## src/rtl/serial_adder_ctrl.sv

```systemverilog
// ============================================================================
//  Module      : serial_adder_ctrl (with helper half_adder_dataflow)
//  Description : Bit-serial WIDTH-bit adder with a start/ready/busy/done
//                handshake. A single full-adder cell is reused once per bit.
//                The cell is built from two half adders and an OR gate. The
//                carry is held in a flop between bits.
//  Ports       : clk       - system clock, rising-edge active
//                rst_n     - asynchronous active-low reset
//                start     - request, accepted on an edge where ready=1
//                a, b      - operands, sampled on the accepting edge only
//                sub       - (SERIAL_ADDER_SUB_EN only) 1 = compute a-b
//                ready     - block can accept start (IDLE or DONE)
//                busy      - serial operation in progress (RUN)
//                done      - one-cycle pulse, result valid
//                sum       - result, held until the next result lands
//                carry_out - final MSB carry (no-borrow flag when subtracting)
//  Options     : define SERIAL_ADDER_SUB_EN to add the sub port
//  Revision    : 1.0 - initial release
// ============================================================================
`default_nettype none

module half_adder_dataflow (
    input  logic x,
    input  logic y,
    output logic s,
    output logic c
);
    assign s = x ^ y;
    assign c = x & y;
endmodule

module serial_adder_ctrl #(
    parameter int WIDTH = 8
) (
    input  logic             clk,
    input  logic             rst_n,
    input  logic             start,
    input  logic [WIDTH-1:0] a,
    input  logic [WIDTH-1:0] b,
`ifdef SERIAL_ADDER_SUB_EN
    input  logic             sub,
`endif
    output logic             ready,
    output logic             busy,
    output logic             done,
    output logic [WIDTH-1:0] sum,
    output logic             carry_out
);

    localparam int CNT_W = $clog2(WIDTH);
    localparam logic [CNT_W-1:0] C_LAST_BIT = CNT_W'(WIDTH - 1);

    typedef enum logic [1:0] {
        S_IDLE = 2'd0,
        S_RUN  = 2'd1,
        S_DONE = 2'd2
    } state_t;

    state_t           state_q, state_d;
    logic [WIDTH-1:0] a_sh_q, a_sh_d;
    logic [WIDTH-1:0] b_sh_q, b_sh_d;
    logic [WIDTH-1:0] res_q, res_d;
    logic [WIDTH-1:0] sum_q, sum_d;
    logic [CNT_W-1:0] cnt_q, cnt_d;
    logic             c_q, c_d;
    logic             carry_q, carry_d;
    logic             ready_q, ready_d;
    logic             busy_q, busy_d;
    logic             done_q, done_d;

    // Single full-adder cell: two half adders, OR merges their carries.
    logic w_s0, w_c0, w_bit, w_c1, w_cout;

    half_adder_dataflow u_ha0 (.x(a_sh_q[0]), .y(b_sh_q[0]), .s(w_s0),  .c(w_c0));
    half_adder_dataflow u_ha1 (.x(w_s0),      .y(c_q),       .s(w_bit), .c(w_c1));
    assign w_cout = w_c0 | w_c1;

    // Operand B load value and carry seed. Subtraction is a + ~b + 1.
    logic [WIDTH-1:0] w_b_load;
    logic             w_c_init;
`ifdef SERIAL_ADDER_SUB_EN
    assign w_b_load = sub ? ~b : b;
    assign w_c_init = sub;
`else
    assign w_b_load = b;
    assign w_c_init = 1'b0;
`endif

    always_comb begin
        state_d = state_q;
        a_sh_d  = a_sh_q;
        b_sh_d  = b_sh_q;
        res_d   = res_q;
        sum_d   = sum_q;
        cnt_d   = cnt_q;
        c_d     = c_q;
        carry_d = carry_q;
        done_d  = 1'b0;

        case (state_q)
            // DONE accepts a new request exactly like IDLE (back-to-back).
            S_IDLE, S_DONE: begin
                if (start) begin
                    a_sh_d  = a;
                    b_sh_d  = w_b_load;
                    c_d     = w_c_init;
                    cnt_d   = '0;
                    state_d = S_RUN;
                end else begin
                    state_d = S_IDLE;
                end
            end
            S_RUN: begin
                a_sh_d = a_sh_q >> 1;
                b_sh_d = b_sh_q >> 1;
                c_d    = w_cout;
                // Result assembled LSB-first by shifting in from the top.
                res_d  = {w_bit, res_q[WIDTH-1:1]};
                cnt_d  = cnt_q + CNT_W'(1);
                if (cnt_q == C_LAST_BIT) begin
                    // Visible result only moves here, so the previous
                    // answer stays readable for the whole RUN phase.
                    sum_d   = {w_bit, res_q[WIDTH-1:1]};
                    carry_d = w_cout;
                    cnt_d   = '0;
                    done_d  = 1'b1;
                    state_d = S_DONE;
                end
            end
            default: state_d = S_IDLE;
        endcase

        // Handshake outputs are registered copies decoded from next state.
        ready_d = (state_d != S_RUN);
        busy_d  = (state_d == S_RUN);
    end

    always_ff @(posedge clk or negedge rst_n) begin
        if (!rst_n) begin
            state_q <= S_IDLE;
            a_sh_q  <= '0;
            b_sh_q  <= '0;
            res_q   <= '0;
            sum_q   <= '0;
            cnt_q   <= '0;
            c_q     <= 1'b0;
            carry_q <= 1'b0;
            ready_q <= 1'b1;
            busy_q  <= 1'b0;
            done_q  <= 1'b0;
        end else begin
            state_q <= state_d;
            a_sh_q  <= a_sh_d;
            b_sh_q  <= b_sh_d;
            res_q   <= res_d;
            sum_q   <= sum_d;
            cnt_q   <= cnt_d;
            c_q     <= c_d;
            carry_q <= carry_d;
            ready_q <= ready_d;
            busy_q  <= busy_d;
            done_q  <= done_d;
        end
    end

    assign ready     = ready_q;
    assign busy      = busy_q;
    assign done      = done_q;
    assign sum       = sum_q;
    assign carry_out = carry_q;

endmodule

`default_nettype wire

```

## config.mk

```make
export PLATFORM = sky130hd
export DESIGN_NAME = serial_adder_ctrl
export DESIGN_NICKNAME = d
export VERILOG_FILES = /design/src/rtl/serial_adder_ctrl.sv
export SDC_FILE = /design/constraint.sdc
export NUM_CORES = 1
export LEC_CHECK = 0
export ABC_CLOCK_PERIOD_IN_PS = 1700
export BUFFER_PORTS_ARGS = -buffer_cell sky130_fd_sc_hd__buf_2
export CAP_MARGIN = 25
export CELL_PAD_IN_SITES_DETAIL_PLACEMENT = 1
export CELL_PAD_IN_SITES_GLOBAL_PLACEMENT = 2
export CORE_MARGIN = 10
export CORE_UTILIZATION = 39
export DETAILED_ROUTE_END_ITERATION = 10
export GPL_TIMING_DRIVEN = 0
export PLACE_DENSITY_LB_ADDON = 0.25
export SLEW_MARGIN = 25
export SYNTH_ARGS = -nofsm -noshare
export SYNTH_HDL_FRONTEND = slang
export SYNTH_SLANG_ARGS = --single-unit
```

## constraint.sdc

```tcl
create_clock -name clk -period 1.7 [get_ports clk]
set_input_delay 0.17 -clock clk [delete_from_list [all_inputs] [get_ports clk]]
set_output_delay 0.17 -clock clk [all_outputs]
set_load 0.01 [all_outputs]
```

== After elaboration in Yosys (flattened, before gate mapping) ==
Index checks and enable logic that the tools add are counted.
Storage, ports and cells
  input bits: 19
  bits in registers: 42
  output and inout bits: 12
  logic and storage cells: 42
Operators by class
  muxes and demuxes: 14
  add/subtract/negate cells: 1
  equal/unequal tests: 6
  bitwise gates (word level): 5
  reductions and logical operators: 5
Operators with widths (count)
  $pmux W8 S2: 2
  $mux W8: 2
  $mux W3: 2
  $pmux W3 S2: 1
  $eq A2 B1 Y1 const B: 2
  $mux W1: 4
  $pmux W2 S2: 1
  $reduce_and A2 Y1: 2
  $add A3 B1 Y3 const B: 1
  $eq A3 B3 Y1 const B: 1
  $and A1 B1 Y1: 2
  $eq A2 B2 Y1 const B: 1
  $logic_not A2 Y1: 1
  $mux W2: 1
  $ne A2 B1 Y1 const B: 1
  $ne A2 B2 Y1 const B: 1
  $pmux W1 S2: 1
  $reduce_bool A2 Y1: 1
  $reduce_or A2 Y1: 1
  $xor A1 B1 Y1: 2
  $or A1 B1 Y1: 1

== Longest topological paths before layout ==
  depth in word-level cells: 4
  depth in mapped cells: 5
  gate-level depth less buffers: 4

== Hierarchy ==
A second synthesis with hierarchy kept.
Second synthesis, totals
  cells, all modules: 140
  area, all modules: 1986.9 µm²
Modules (own cells, without submodules)
  serial_adder_ctrl: times used 1, seq. area each 1027.2 µm², cells each 138, area each 1961.9 µm²
  half_adder_dataflow: times used 2, seq. area each 0.0 µm², cells each 1, area each 12.5 µm²

== Worst setup path before layout ==
Ideal clock, no wire load.
  path kind: reg-to-reg
  start: register cnt_q[0]
  end: register carry_q, in the netlist carry_out
  stages on the path, launching flop included: 6
  path buffers: 1
  library setup time: 0.125 ns
  period minus slack after synthesis: 1.472 ns
  required time: 1.575 ns
  path slack: 0.228 ns
  arrival: 1.347 ns
  path through: dfrtp_1 > ha_1 > ha_1 > nand3b_4 > buf_6 > mux2_4
On the way
  cells in the longest elaborated chain, start to end: 2
Ends and longest elaborated chain
  start: declaration: line 64  | logic [CNT_W-1:0] cnt_q, cnt_d;
  start signal: assignment: line 157  | cnt_q <= cnt_d;
  $eq A3 B3 Y1: line 120  | if (cnt_q == C_LAST_BIT) begin
  $reduce_and A2 Y1 (no line)
  end signal: assignment: line 159  | carry_q <= carry_d;
  end: declaration: line 66  | logic carry_q, carry_d;
Every way passes these cells.
A chain may end at the register's enable or synchronous reset.

== Final worst setup path ==
  start: register cnt_q[0]
  end: register sum_q[3], in the netlist sum[3]
On the way
  cells in the longest elaborated chain, start to end: 2
Ends and longest elaborated chain
  $eq A3 B3 Y1: line 120
  $reduce_and A2 Y1 (no line)
  end signal: assignment: line 156  | sum_q <= sum_d;
  end: declaration: line 63  | logic [WIDTH-1:0] sum_q, sum_d;
Every way passes these cells.

==> flow_summary.ini <==
[timing]
fmax_ghz = 0.634
worst_pin_slew_ps = 912
period_needed_ps = 1580
slew_viol_final = 0
relSlewSlack = 0.392
rsz0062_at_grt = false
setup_viol = 0
tns_ps = 0
skew_ps = 4.11
setup_slack_ps = 122
hold_violations = 0
post-route-period-util = 0.928

[critical_path]
r2r_cells = 5
critical-path-top-delay-family = adder cells
crit_required_ps = 1870
critPathArrivalTime_ps = 1750
slowest_delay_ps = 400
start_kind = flop
cp-end-kind = flop
crit_fanout = 10
path_class = reg -> reg
path_buf_inv = 1
worst_path_max_delay_cell = dfrtp_1
path_cells = ha_1 -> ha_1 -> nand3b_4 -> buf_6 -> mux2_4
cp_common_cell = ha_1
crit_cells = 5

[drt]
vias = 1188
wirelength_mm = 3.86
drtAntennaViolNets = 0
drtIter0Drc = 28
drc = 0
drt-wirelength-per-cell_microns = 16.3
viasPerCell = 5.01
first_pass_iters = 4

[grt]
grt_max_degree = 42
grt_overflow = 0
grt_pass1_vias = 1344
grt_pass1_wl_mm = 6.84
antenna_found_initial = 0
grt_usage = 0.101

[layout]
stdcell_count = 237
diodes = 0
num-nets-final = 192
fillers = 517
syn_to_final_growth_pct = 15.9
postLayoutCellArea_sq_um = 2300
drive_above_1_share = 0.394

[floorplan]
die_w_microns = 91.4
start_util = 0.412
core_sq_um = 4820
die_area_sq_um = 8350
die_y_microns = 91.4
ioPinCount = 31
rows = 25

[pwr]
p_int_uw = 2660
cellPowerDensity_nw_per_um2 = 1710
sequentialPowerShare = 0.435
leakage_uw = 0.00116
switching_share = 0.324
switching_power_uw = 1270
combPwrFrac = 0.404
vdd.ir_drop.worst_v = 0.000561
power.share.clock = 0.160

[job]
max_cap_violations = 0

[synthesis]
synth_seq_area_share = 0.517
synth_area_per_cell_sq_um = 14.8
synthTopCellsByArea = dfrtp_1, mux2i_1, mux2_4
synth_top_cell_area_share = 0.504
ys_warn_count = 0
ys_ff_latch = 41
yosysTopAreaCell = dfrtp_1
synth_fp_nets = 156
syn_area_sq_um = 1990
yosysUniqueCellTypes = 22
syn_inst = 134

[place]
place_area_sq_um = 2220
dp.cells = 230
globalplace.congestion = 0.714
pre_cts_ws_ps = 127
portBuffers = 29
dp_hpwl_mm = 2.85

[clocking]
cts.path.max_buffers = 2
post_cts_buffers = 0
clk_pin_slew_ps = 70
cts_resized = 0
cts_buffers = 5
cts_sinks = 41
cts_tree = built
cts_hold_buf = 0
clock_latency_ps = 280
cts_root_buffer = clkbuf_8
h-tree-depth = 2

[worst_hold_path]
hold_class = in -> async

[outcome]
status = finished clean
==> final cells by class <==
class                   count  area [sq um]  area share
multi-input cells          82           862       0.374
well taps                  67          83.8      0.0364
flip-flops and latches     41          1030       0.446
plain buffers               9          90.1      0.0391
inverters                   2          7.51     0.00326
repair buffers             29           145      0.0630
clock buffers               7          86.3      0.0375
==> power by group through the flow <==
stage	Combinational (uW)	Sequential, uW	Clock (uW)
3_5_place_dp	1630	1740	0
5_1_grt	1770	1790	711
2_1_floorplan	1170	1730	0
3_3_place_gp	1540	1710	0
4_1_cts	1640	1720	662
6_report	1590	1710	631
==> cell usage after synthesis <==
cell       n
nor4b_1    1
a22o_1     3
ha_1       2
inv_1      2
nand2b_1   1
nand2b_4   1
o21a_1     1
fa_1       1
mux2_4    10
o21ai_0    4
nor2_1     1
nand3b_4   1
buf_12     1
buf_6      4
buf_4      2
a31o_2     1
mux2_2     9
mux2i_1   44
dfstp_2    1
buf_2      2
nand3_1    2
dfrtp_1   40
==> cells by family (layout without fill, tap and decap cells) <==
family,after synthesis,in the layout,synth area share
buf+inv,11,47,0.0491
flops,41,41,0.517
compound gates,9,9,0.0315
simple gates,7,7,0.0315
mux,63,63,0.348
fa+ha+maj,3,3,0.0227
==> final timing paths <==
kind	from	endpoint	slack, ps
min	rst_n	a_sh_q[5]	20
min reg2reg	sum[0]	sum[0]	500
max in group asynchronous	rst_n	res_q[6]	1120
max reg2reg	cnt_q[0]	sum[3]	120
max	cnt_q[0]	sum[3]	120
min in group clk	a[5]	a_sh_q[5]	180
==> cell usage in the layout (no fill, tap or decap), types with 2 or more instances in the layout <==
cell / netlist / final
a22o_1: 3 / 3
buf_2: 2 / 31
buf_4: 2 / 2
buf_6: 4 / 4
clkbuf_8: 0 / 6
dfrtp_1: 40 / 40
ha_1: 2 / 2
inv_1: 2 / 2
mux2_2: 9 / 9
mux2_4: 10 / 10
mux2i_1: 44 / 44
nand3_1: 2 / 2
o21ai_0: 4 / 4
==> through the flow <==
step	total power, uW	util	hold slack (ps)
after floorplan	2900	-	-126
after global placement	3260	0.460	355
after detailed placement	3370	0.460	355
after CTS	4020	0.478	37.2
after global routing	4260	0.478	76.8
final	3930	0.478	16.2
==> per-layer routing <==
layer / vias up / part of all wire / global-route usage
li1: 559 / - / -
met1: 602 / 0.44 / 0.118
met2: 25 / 0.50 / 0.160
met3: 2 / 0.059 / 0.0461
met4: 0 / 0.0078 / 0.0392
met5: - / 0 / 0
==> registers in the layout, summed over array words and instances (netlist names) <==
name and flops:
cnt_q 3, carry_out 1, busy 1, done 1, sum 8, ready 1, b_sh_q 8, state_q 2
c_q 1, a_sh_q 8, res_q 7
Note: power is estimated with default switching activity, not from simulation.
